`src/rtl/sim_pkg.sv`:
```
// ============================================================================
// Module   : sim_pkg
// Purpose  : Shared types and constants for the simulation-end controller.
// Revision : 1.0
// ============================================================================
`default_nettype none

package sim_pkg;

    typedef enum logic [1:0] {
        ST_RUN   = 2'd0,
        ST_DRAIN = 2'd1,
        ST_END   = 2'd2
    } state_e;

    localparam logic [1:0] TRAP_NONE    = 2'd0;
    localparam logic [1:0] TRAP_GOOD    = 2'd1;
    localparam logic [1:0] TRAP_BAD     = 2'd2;
    localparam logic [1:0] TRAP_TIMEOUT = 2'd3;

    localparam logic [31:0] EBREAK_INST = 32'h0010_0073;

    function automatic logic is_ebreak(input logic [31:0] inst);
        return inst == EBREAK_INST;
    endfunction

endpackage

`default_nettype wire

```
`src/rtl/sat_counter.sv`:
```
// ============================================================================
// Module   : sat_counter
// Purpose  : Up-counter with synchronous clear and optional saturation at max.
// Revision : 1.0
// ============================================================================
`default_nettype none

module sat_counter #(
    parameter int WIDTH = 32
) (
    input  logic             clk,
    input  logic             rst,
    input  logic             clr_i,
    input  logic             en_i,
    input  logic             sat_en_i,
    output logic [WIDTH-1:0] cnt_o
);

    localparam logic [WIDTH-1:0] CNT_ONE = WIDTH'(1);

    logic [WIDTH-1:0] cnt_q;
    logic [WIDTH-1:0] cnt_d;

    always_comb begin
        cnt_d = cnt_q;
        if (clr_i) begin
            cnt_d = '0;
        end else if (en_i && !(sat_en_i && (&cnt_q))) begin
            cnt_d = cnt_q + CNT_ONE;
        end
    end

    always_ff @(posedge clk or posedge rst) begin
        if (rst) begin
            cnt_q <= '0;
        end else begin
            cnt_q <= cnt_d;
        end
    end

    assign cnt_o = cnt_q;

endmodule

`default_nettype wire

```
`src/rtl/sim_end_ctrl.sv`:
```
// ============================================================================
// Module   : sim_end_ctrl
// Purpose  : Detects a committed ebreak, drains the LSU and raises sticky
//            sim_end with a trap classification; adds a no-commit watchdog.
// Revision : 1.0
// ============================================================================
`default_nettype none

module sim_end_ctrl
    import sim_pkg::*;
#(
    parameter int          XLEN        = 32,
    parameter int          CNT_W       = 64,
    parameter int unsigned WDOG_CYCLES = 1000000,
    parameter int unsigned DRAIN_MAX   = 16
) (
    input  logic             clock,
    input  logic             reset,
    input  logic             commit_valid,
    input  logic [XLEN-1:0]  commit_pc,
    input  logic [31:0]      commit_inst,
    input  logic [XLEN-1:0]  commit_a0,
    input  logic             lsu_busy,
    output logic             halt_req,
    output logic             sim_end,
    output logic [1:0]       trap_code,
    output logic [XLEN-1:0]  exit_pc,
    output logic [CNT_W-1:0] cycle_cnt,
    output logic [CNT_W-1:0] instret_cnt
);

    localparam int DRAIN_W = (DRAIN_MAX > 1) ? $clog2(DRAIN_MAX) : 1;
    localparam logic [DRAIN_W-1:0] DRAIN_LAST = DRAIN_W'(DRAIN_MAX - 1);
    localparam logic [32:0]        WDOG_LAST  = 33'(WDOG_CYCLES) - 33'd1;
    localparam logic [CNT_W-1:0]   CNT_ONE    = CNT_W'(1);

    state_e             state_q, state_d;
    logic [CNT_W-1:0]   cycle_q, cycle_d;
    logic [CNT_W-1:0]   instret_q, instret_d;
    logic [XLEN-1:0]    last_pc_q, last_pc_d;
    logic [XLEN-1:0]    ebreak_pc_q, ebreak_pc_d;
    logic [1:0]         code_q, code_d;
    logic [1:0]         trap_q, trap_d;
    logic [XLEN-1:0]    exit_q, exit_d;
    logic               halt_q, sim_end_q;

    logic [31:0]        wdog_cnt;
    logic [DRAIN_W-1:0] drain_cnt;
    logic               wdog_clr, wdog_en;
    logic               drain_clr, drain_en;
    logic               wdog_expire;

    sat_counter #(.WIDTH(32)) u_wdog (
        .clk      (clock),
        .rst      (reset),
        .clr_i    (wdog_clr),
        .en_i     (wdog_en),
        .sat_en_i (1'b1),
        .cnt_o    (wdog_cnt)
    );

    sat_counter #(.WIDTH(DRAIN_W)) u_drain (
        .clk      (clock),
        .rst      (reset),
        .clr_i    (drain_clr),
        .en_i     (drain_en),
        .sat_en_i (1'b1),
        .cnt_o    (drain_cnt)
    );

    // Expiry looks at the post-increment value so END is visible exactly
    // WDOG_CYCLES cycles after the last commit.
    assign wdog_expire = (WDOG_CYCLES != 0) &&
                         (({1'b0, wdog_cnt} + 33'd1) >= WDOG_LAST);

    assign drain_clr = (state_q != ST_DRAIN);

    always_comb begin
        state_d     = state_q;
        cycle_d     = cycle_q;
        instret_d   = instret_q;
        last_pc_d   = last_pc_q;
        ebreak_pc_d = ebreak_pc_q;
        code_d      = code_q;
        trap_d      = trap_q;
        exit_d      = exit_q;
        wdog_clr    = 1'b0;
        wdog_en     = 1'b0;
        drain_en    = 1'b0;
        case (state_q)
            ST_RUN: begin
                cycle_d = cycle_q + CNT_ONE;
                if (commit_valid) begin
                    instret_d = instret_q + CNT_ONE;
                    last_pc_d = commit_pc;
                    wdog_clr  = 1'b1;
                    if (is_ebreak(commit_inst)) begin
                        ebreak_pc_d = commit_pc;
                        code_d      = (commit_a0 == '0) ? TRAP_GOOD : TRAP_BAD;
                        state_d     = ST_DRAIN;
                    end
                end else begin
                    wdog_en = 1'b1;
                    if (wdog_expire) begin
                        state_d = ST_END;
                        trap_d  = TRAP_TIMEOUT;
                        exit_d  = last_pc_q;
                    end
                end
            end
            ST_DRAIN: begin
                cycle_d  = cycle_q + CNT_ONE;
                drain_en = 1'b1;
                // A drained LSU wins over the drain timeout on the same cycle.
                if (!lsu_busy) begin
                    state_d = ST_END;
                    trap_d  = code_q;
                    exit_d  = ebreak_pc_q;
                end else if (drain_cnt == DRAIN_LAST) begin
                    state_d = ST_END;
                    trap_d  = TRAP_TIMEOUT;
                    exit_d  = ebreak_pc_q;
                end
            end
            ST_END: begin
                state_d = ST_END;
            end
            default: begin
                state_d = ST_RUN;
            end
        endcase
    end

    always_ff @(posedge clock or posedge reset) begin
        if (reset) begin
            state_q     <= ST_RUN;
            cycle_q     <= '0;
            instret_q   <= '0;
            last_pc_q   <= '0;
            ebreak_pc_q <= '0;
            code_q      <= TRAP_NONE;
            trap_q      <= TRAP_NONE;
            exit_q      <= '0;
            halt_q      <= 1'b0;
            sim_end_q   <= 1'b0;
        end else begin
            state_q     <= state_d;
            cycle_q     <= cycle_d;
            instret_q   <= instret_d;
            last_pc_q   <= last_pc_d;
            ebreak_pc_q <= ebreak_pc_d;
            code_q      <= code_d;
            trap_q      <= trap_d;
            exit_q      <= exit_d;
            halt_q      <= (state_d != ST_RUN);
            sim_end_q   <= (state_d == ST_END);
        end
    end

    assign halt_req    = halt_q;
    assign sim_end     = sim_end_q;
    assign trap_code   = trap_q;
    assign exit_pc     = exit_q;
    assign cycle_cnt   = cycle_q;
    assign instret_cnt = instret_q;

endmodule

`default_nettype wire

```
`config.mk`:
```
export PLATFORM = sky130hd
export DESIGN_NAME = sim_end_ctrl
export DESIGN_NICKNAME = d
export VERILOG_FILES = /design/src/rtl/sim_pkg.sv /design/src/rtl/sat_counter.sv /design/src/rtl/sim_end_ctrl.sv
export SDC_FILE = /design/constraint.sdc
export NUM_CORES = 1
export LEC_CHECK = 0
export ABC_AREA = 1
export BUFFER_PORTS_ARGS = -buffer_cell sky130_fd_sc_hd__buf_2
export CELL_PAD_IN_SITES_DETAIL_PLACEMENT = 0
export CELL_PAD_IN_SITES_GLOBAL_PLACEMENT = 1
export CORE_MARGIN = 3
export CORE_UTILIZATION = 39
export CTS_CLUSTER_DIAMETER = 120
export DETAILED_ROUTE_END_ITERATION = 8
export GPL_TIMING_DRIVEN = 0
export PLACE_DENSITY = 0.79
export SLEW_MARGIN = 20
export SYNTH_ARGS = -nofsm -noshare
export SYNTH_HDL_FRONTEND = slang
export SYNTH_SLANG_ARGS = --single-unit
```
`constraint.sdc`:
```
create_clock -name clock -period 13.5 [get_ports clock]
set_input_delay 0.675 -clock clock [delete_from_list [all_inputs] [get_ports clock]]
set_output_delay 0.675 -clock clock [all_outputs]
set_load 0.02 [all_outputs]
```
## Word-level counts from Yosys, hierarchy flattened

Index checks and enable logic that the tools add are counted.

- Equal/unequal tests: 9
- Add/subtract/negate cells: 5
- Multiply operators: 0
- Multiplexer cells: 26
- Bitwise logic cells: 0
- Div/mod/pow operators: 0
- Magnitude comparators: 1
- Shift-type cells: 0
- Reductions and logical operators: 16

Operators by type and width:

| kind | number |
|---|---|
| $mux W32 | 6 |
| $add A64 B1 Y64 const B | 2 |
| $pmux W32 S2 | 1 |
| $add A32 B1 Y33 const B | 1 |
| $ge A33 B20 Y1 const B | 1 |
| $add A32 B1 Y32 const B | 1 |
| $eq A32 B21 Y1 const B | 1 |
| $logic_not A32 Y1 | 1 |
| $reduce_and A32 Y1 | 1 |
| $mux W2 | 10 |
| $mux W4 | 2 |
| $reduce_and A4 Y1 | 2 |
| $reduce_bool A2 Y1 | 4 |
| $pmux W2 S3 | 1 |
| $mux W1 | 5 |
| $add A4 B1 Y4 const B | 1 |
| $eq A2 B2 Y1 const B | 2 |
| $eq A4 B4 Y1 const B | 1 |
| $ne A2 B2 Y1 const B | 2 |
| $pmux W2 S2 | 1 |
| $ne A3 B3 Y1 const B | 1 |
| $reduce_and A3 Y1 | 1 |
| $eq A2 B1 Y1 const B | 1 |
| $logic_and A1 B1 Y1 | 2 |
| 5 further kinds | 6 |

- Memories: 0
- Output and inout bits: 164
- Register bits after elaboration: 268
- Input port bits: 100
- ROM bits: 0
- Bits in latches: 0
- Bits in writable memories: 0
- Word-level logic and storage cells: 69

## Depth between registers and ports, before layout

Gate-level depths: netlist of run 1.

- Depth after elaboration: 6
- Depth in mapped cells: 17
- Gate-level depth less buffers: 16

## Cells and area by module

From an unflattened synthesis of run 1, not the netlist that was laid out.

- Cells, all modules: 2,005
- Area total of the unflattened synthesis: 14,920.6 sq um

By module, submodules not included:

| module | times used | cells each | area each (sq um) | seq. area each (sq um) |
|---|---|---|---|---|
| sim_end_ctrl | 1 | 1,610 | 12,366.9 | 5,805.6 |
| sat_counter (u_wdog) | 1 | 364 | 2,318.5 | 800.8 |
| sat_counter (u_drain) | 1 | 31 | 235.2 | 100.1 |

## Least setup slack after synthesis of run 1

Ideal clock, no wire load.

- Path kind: reg2reg
- Start: register instret_q[0] (netlist: instret_cnt[0])
- End: register instret_q[60] (netlist: instret_cnt[60])
- Setup slack: 11.126 ns
- Stages on the path, launching flop included: 14
- Buffers on the path: 0
- Period minus slack after synthesis: 2.374 ns
- Required time: 13.368 ns
- Arrival time: 2.243 ns
- Library setup time: 0.132 ns
- Cells stage by stage: dfrtp_1 > ha_1 > nand3_1 > nor2_2 > nand2_1 > nor2_2 > nand2_2 > nor2_2 > nand2_1 > nor2_1 > nand3_1 > nor2_2 > nand3_1 > xnor2_1

- Cells in the longest elaborated chain, start to end: 1

Ends and longest elaborated chain:

| what | line | source |
|---|---|---|
| start: declaration | sim_end_ctrl.sv:39 | `logic [CNT_W-1:0] instret_q, instret_d;` |
| start signal: assignment | sim_end_ctrl.sv:149 | `instret_q <= instret_d;` |
| $add A64 B1 Y64 | sim_end_ctrl.sv:94 | `instret_d = instret_q + CNT_ONE;` |

No other way between the ends.
A chain may end at the register's enable or synchronous reset.

## Worst setup path in the final report of run 1

- Start: register cycle_q[0] (netlist: cycle_cnt[0])
- End: register cycle_q[60] (netlist: cycle_cnt[60])

- Cells in the longest elaborated chain, start to end: 1

Ends and longest elaborated chain:

| what | line | source |
|---|---|---|
| start: declaration | sim_end_ctrl.sv:38 | `logic [CNT_W-1:0] cycle_q, cycle_d;` |
| start signal: assignment | sim_end_ctrl.sv:148 | `cycle_q <= cycle_d;` |
| $add A64 B1 Y64 | sim_end_ctrl.sv:92, sim_end_ctrl.sv:112 |  |

No other way between the ends.

==> metrics.txt, run 1 <==
leading cell type in the layout, fill and taps excluded nand2_1; met1 Use GR 0.2969; layout cell share with drive strength beyond 1 0.1749; critical path type flip-flop to flip-flop; status completed; Worst-path clk slew 60 ps; worst ir drop on vdd 0.09686 mV; pin count of the biggest net entering global routing 95; crit path DAT 3430 ps; area grow syn2layout 21.90%; Final #Nets 2122; TNS Setup 0 ps; crit path max fanout 4; Max Freq 335.5 MHz; Antenna diodes 0; drt initial violations 791; RSZ-0062 raised after global routing false; CTS tree done; RR Startpoint cycle_cnt[0]; GR peak layer met2; most frequent cells in the layout 478 x nand2_1, 268 x dfrtp_1, 266 x buf_2; Die X-Extent approximately 190 um; Worst Hold Class primary input to async pin; met2 usage 0.3331; Critical Path RT roughly 14000 ps; all-layer global routing usage 0.2107; Final Cycle Share 0.2208; PwrDens 155.8 nW/um2; chip height 193.1 um; syn nets 1823; first-pass GRT wire length 63.01 mm; Crit path top cell by count nor2_1; # Post-CTS Setup Buffers 0; Pre-antenna DRT Iters 5; Cell Rows 67; Buffers & Inverters on Critical Path 1; mean area per synthesized cell between 7 and 8 um2; fin crit period between 2000 and 3000 ps; Max Root-Sink Buffers 3; Leakage 8.552 nW; Slew HR 0.3988; Synth area leaders dfrtp_1 49%, nand2_1 13%, xor2_1 6.2%; Startpoint Class flip-flop; global route overflow 0; Crit. End Element flip-flop; via count of the first global-routing pass 11950; WL/cell roughly 16 um; routed vias/inst 4.892; Yosys top cell area share 0.4911; FF+latch count, synth 268; IO Port Bufs 263; # setup viols final 0; # IOs 264; clk root buf clkbuf_16; met3 usage 0.04701; Worst-Margin Slew approximately 890 ps; R2R Path End cycle_cnt[60]; max-cap check violation count 0; RePlAce Congestion about 0.89; Cells after Synth 1718; CTS Buf Count 31; WHS 92.27 ps; clock sinks between 200 and 300; initial antenna violation count 0; DPL Wire Length roughly 30 mm; post-synth cell types 34; clock skew 12.50 ps; Worst-Skew Late Latency 560 ps; final wirelength 39.63 mm; worst-path cell chain ha_1 > nand3_1 > nor2_1 > nand2_1 > nor2_1 > nand4_1 > nor2_1 > nand4_1 > nor2_1 > nand4_1 > xor2_1 > inv_1; H-tree lvl count 1; final hold vios 0; CP top delay family simple AND/OR/NAND/NOR gates; Final Slew Violations 0; DRC viols 0; post-cts resize count 0; reg-to-reg setup timing slack 10520 ps; cell taking the most area after synthesis dfrtp_1; max incr delay on CP 410 ps; via count 12180; Initial Util 0.4012; Synth Warn # 0; register area share after synthesis 0.4911; hold-fix buffers at CTS 0; Mapped Area ~14000 um2; Die ar. ~37000 um2; worst r2r path cells 12; slowest CP cell dfrtp_1; antenna-violating nets left 0; core area 34040 um2
==> registers in the layout, indices dropped and copies added (netlist names) <==
signal         flops
ebreak_pc_q       32
cycle_cnt         64
last_pc_q         32
sim_end            1
u_drain.cnt_o      4
halt_req           1
instret_cnt       64
code_q             2
u_wdog.cnt_o      32
trap_code          2
state_q            2
exit_pc           32
==> routing by layer <==
metal,wire (um),part of all wire
met4,889,0.022
met3,2759,0.070
met2,18040,0.46
met5,0,0
met1,17940,0.45
==> cell type report <==
type                       count  area, um2
sequential                   268       6706
timing repair buffer         266       1399
tap                          448      560.5
buffer                        39      183.9
clock inverter                14      152.6
inverter                     207      784.5
clock buffer                  43      870.8
multi-input combinational   1204       5988
fill                        3447      17390
==> cell usage after synthesis, drive strengths merged <==
cell    number
nand2      494
dfrtp      268
inv        204
nor2       195
nand3      104
xor2        96
nor3        60
o21ai       54
nand4       51
nor4        39
xnor2       34
a21oi       33
clkbuf      32
o22ai       19
buf          7
nand3b       7
ha           5
nor3b        4
clkinv       3
and2         2
or2          2
or4          2
a211oi       1
a31oi        1
and3         1
==> per-stage QoR <==
| stage | setup WS (ps) | total power, mW | util | std cells | instance area [um2] |
|---|---|---|---|---|---|
| detailed placement | 9897 | 1.772 | 0.4590 | 2432 | 15620 |
| global route | 10180 | 2.765 | 0.4891 | 2489 | 16650 |
| floorplan | 5443 | 1.532 | - | 1718 | 13660 |
| global placement | 2048 | 1.757 | 0.4564 | 2429 | 15530 |
| finish | 10520 | 2.593 | 0.4891 | 2489 | 16650 |
| CTS | 10480 | 2.628 | 0.4891 | 2489 | 16650 |
==> report_power, final <==
part	leakage (nW)	switching [mW]	internal (mW)
clock network	0.500	0.336	0.505
registers	3.54	0.106	0.939
logic	4.52	0.474	0.233
total	8.55	0.916	1.68
==> cell families (layout without fill, tap and decap cells) <==
group / after synthesis / after routing / share of synthesized area
xor+xnor: 130 / 130 / 0.08338
flops: 268 / 268 / 0.4911
buf+inv: 246 / 569 / 0.07037
compound gates: 108 / 108 / 0.04160
simple gates: 961 / 961 / 0.3090
fa+ha+maj: 5 / 5 / 0.004581
==> how the worst max path moves through the flow <==
stage / startpoint / to / slack, ps / depth (start not counted)
2_1_floorplan: reset / code_q[0] / 5440 / 1
3_3_place_gp: reset / exit_pc[10] / 2050 / 2
3_5_place_dp: commit_inst[17] / ebreak_pc_q[8] / 9900 / 8
4_1_cts: commit_inst[17] / ebreak_pc_q[8] / 10480 / 8
5_1_grt: cycle_cnt[0] / cycle_cnt[58] / 10180 / 12
6_report: cycle_cnt[0] / cycle_cnt[60] / 10520 / 12
No activity file was read; power rests on OpenSTA's default activity.
==> run 2, diff against run 1 <==
==> constraint.sdc (replaced) <==
create_clock -name clock -period 2.9 [get_ports clock]
set_input_delay 0.145 -clock clock [delete_from_list [all_inputs] [get_ports clock]]
set_output_delay 0.145 -clock clock [all_outputs]
set_load 0.02 [all_outputs]
==> run 2 against run 1 <==
Via count rose by 2.1%. Sequential cell count is the same. Register-to-register slack got worse by 10000 ps. Utilization up 1.8 points. Die area unchanged. Non-clock buffer count rose by 45. Largest power group unchanged. Worst setup slack got worse by 10000 ps. Global-route usage increased by 0.50 points. Clock power increased to 4.7 times the previous value. Power grew to 4.8 times the previous value. Clock skew rose by 11 ps.
==> metrics.txt, run 2 (synthesized netlist as in run 1, its figures left out) <==
placed insts 2439 (+0.29%); CP top delay family simple AND/OR/NAND/NOR gates; CTS tree done; chip height 193.1 um (unchanged); most frequent cells in the layout 477 x nand2_1, 268 x dfrtp_1, 263 x buf_2; RePlAce Congestion 0.8833 (-0.75%); status completed; final hold vios 0 (unchanged); # setup viols final 0 (unchanged); DRC viols 0 (unchanged); Worst-Skew Late Latency 520 ps (-40 ps); Max Root-Sink Buffers 3 (unchanged); pin count of the biggest net entering global routing 33 (-65%); Crit. End Element flip-flop; H-tree lvl count 2 (+1); Initial Util 0.4012 (unchanged); slowest CP cell dfrtp_1; DPL Wire Length 31.22 mm (+3.8%); # IOs 264 (unchanged); drt initial violations 647 (-18%); worst ir drop on vdd 0.5813 mV (+500%); Final #Nets 2171 (+2.3%); leading cell type in the layout, fill and taps excluded nand2_1; Critical Path RT 3340 ps (-10610 ps); WHS 55.38 ps (-36.89 ps); PwrDens 717.4 nW/um2 (+360%); Antenna diodes 0 (unchanged); all-layer global routing usage 0.2157 (+0.005039); Pre-antenna DRT Iters 6 (+1); clock sinks 268 (unchanged); fin crit period 2679 ps (-302.4 ps); Die X-Extent 193.1 um (unchanged); Worst-Margin Slew 824.2 ps (-69.40 ps); Slew HR 0.4454 (+0.04669); Buffers & Inverters on Critical Path 0 (-1); via count 12430 (+2.1%); max incr delay on CP 420 ps (about the same); CTS Buf Count 34 (+9.7%); Die ar. 37300 um2 (unchanged); clock skew 23.84 ps (+11.34 ps); Worst-path clk slew 60 ps (about the same); critical path type flip-flop to flip-flop; area grow syn2layout 26.44%; core area 34040 um2 (unchanged); final wirelength 40.41 mm (+2.0%); worst-path cell chain ha_1 > nand3_1 > nor2_2 > nand2_1 > nor2_1 > nand4_1 > nor2_2 > nand2_1 > nor3_2 > nand3_1 > nor2_1 > xor2_1; RSZ-0062 raised after global routing true; crit path DAT 3120 ps (-310 ps); IO Port Bufs 263 (unchanged); first-pass GRT wire length 64.20 mm (+1.9%); antenna-violating nets left 0 (unchanged); layout cell share with drive strength beyond 1 0.1839 (+0.008994); global route overflow 0 (unchanged); fin cells 2536 (+1.9%); routed vias/inst 4.903 (+0.22%); Startpoint Class flip-flop; max-cap check violation count 0 (unchanged); Final Slew Violations 0 (unchanged); WL/cell 15.94 um (about the same); crit path max fanout 4 (unchanged); clk root buf clkbuf_16; TNS Setup 0 ps (unchanged); Leakage 8.799 nW (+2.9%); via count of the first global-routing pass 12320 (+3.1%); Worst Hold Class primary input to flip-flop; Cell Rows 67 (unchanged); initial antenna violation count 3 (+3); Final Cycle Share 0.9237 (+0.7029); Max Freq 373.3 MHz (+11%)
## run 2: cell count changes in the layout (fill, tap and decap cells not counted), moves of 7 or more
cell and delta:
buf_4 +7, nor2_1 -12, dlygate4sd3_1 +34, nor2_2 +10, buf_12 +7
## run 2: routing by layer
metal | track usage | share of wire | vias up
li1 | - | - | 6197
met1 | 0.2960 | 0.45 | 5818
met2 | 0.3443 | 0.45 | 346
met3 | 0.05117 | 0.069 | 69
met4 | 0.05814 | 0.025 | 4
met5 | 0 | 0.00077 | -
## run 2: worst paths after layout
path | from | to | slack [ps] | depth (start not counted)
max | cycle_cnt[0] | cycle_cnt[58] | 220 | 12
min | commit_a0[6] | code_q[1] | 60 | 5
max reg2reg | cycle_cnt[0] | cycle_cnt[58] | 220 | 12
min reg2reg | trap_code[1] | trap_code[1] | 470 | 2
max in group asynchronous | reset | u_wdog.cnt_o[0] | 1610 | 7
min in group asynchronous | reset | cycle_cnt[59] | 160 | 3
## run 2: worst reg2reg max path: stages (launching register included)
cell and delay [ps]:
dfrtp_1 420, ha_1 200, nand3_1 130, nor2_2 160
nand2_1 140, nor2_1 200, nand4_1 270, nor2_2 210
nand2_1 150, nor3_2 210, nand3_1 190, nor2_1 170
xor2_1 170
## run 2: layout make-up
class | instances | area [um2]
plain buffers | 39 | 192.7
clock buffers | 49 | 947.2
clock inverters | 9 | 96.34
fillers | 3395 | 16770
inverters | 207 | 780.7
multi-input cells | 1205 | 6073
flip-flops and latches | 268 | 6706
well taps | 448 | 560.5
repair buffers | 311 | 1909
## run 2: what timing repair did
action | in CTS | in global routing
resized for setup | 2 | 28
hold endpoints to repair | 127 | 0
buffers inserted | 0 | 4
hold buffers | 34 | 0
endpoints found under the setup margin | 2 | 49
pin swaps | 0 | 5
cloned | 0 | 1
## run 2: power by group
part | switching, mW | leakage, nW | internal, mW
Sequential | 0.510 | 3.54 | 4.38
Combinational | 2.27 | 4.75 | 1.24
Clock | 1.62 | 0.515 | 2.37
## run 2: per-stage QoR
| step | total power [mW] | utilization | instance area (um2) | setup WS (ps) |
|---|---|---|---|---|
| finish | 12.39 | 0.5073 | 17270 | 221.3 |
| global route | 13.20 | 0.5073 | 17270 | -20.58 |
| CTS | 12.32 | 0.5039 | 17150 | 33.18 |
| detailed placement | 8.239 | 0.4630 | 15760 | -168.9 |
| global placement | 8.132 | 0.4565 | 15540 | -2548 |
| floorplan | 7.131 | - | 13660 | -784.5 |
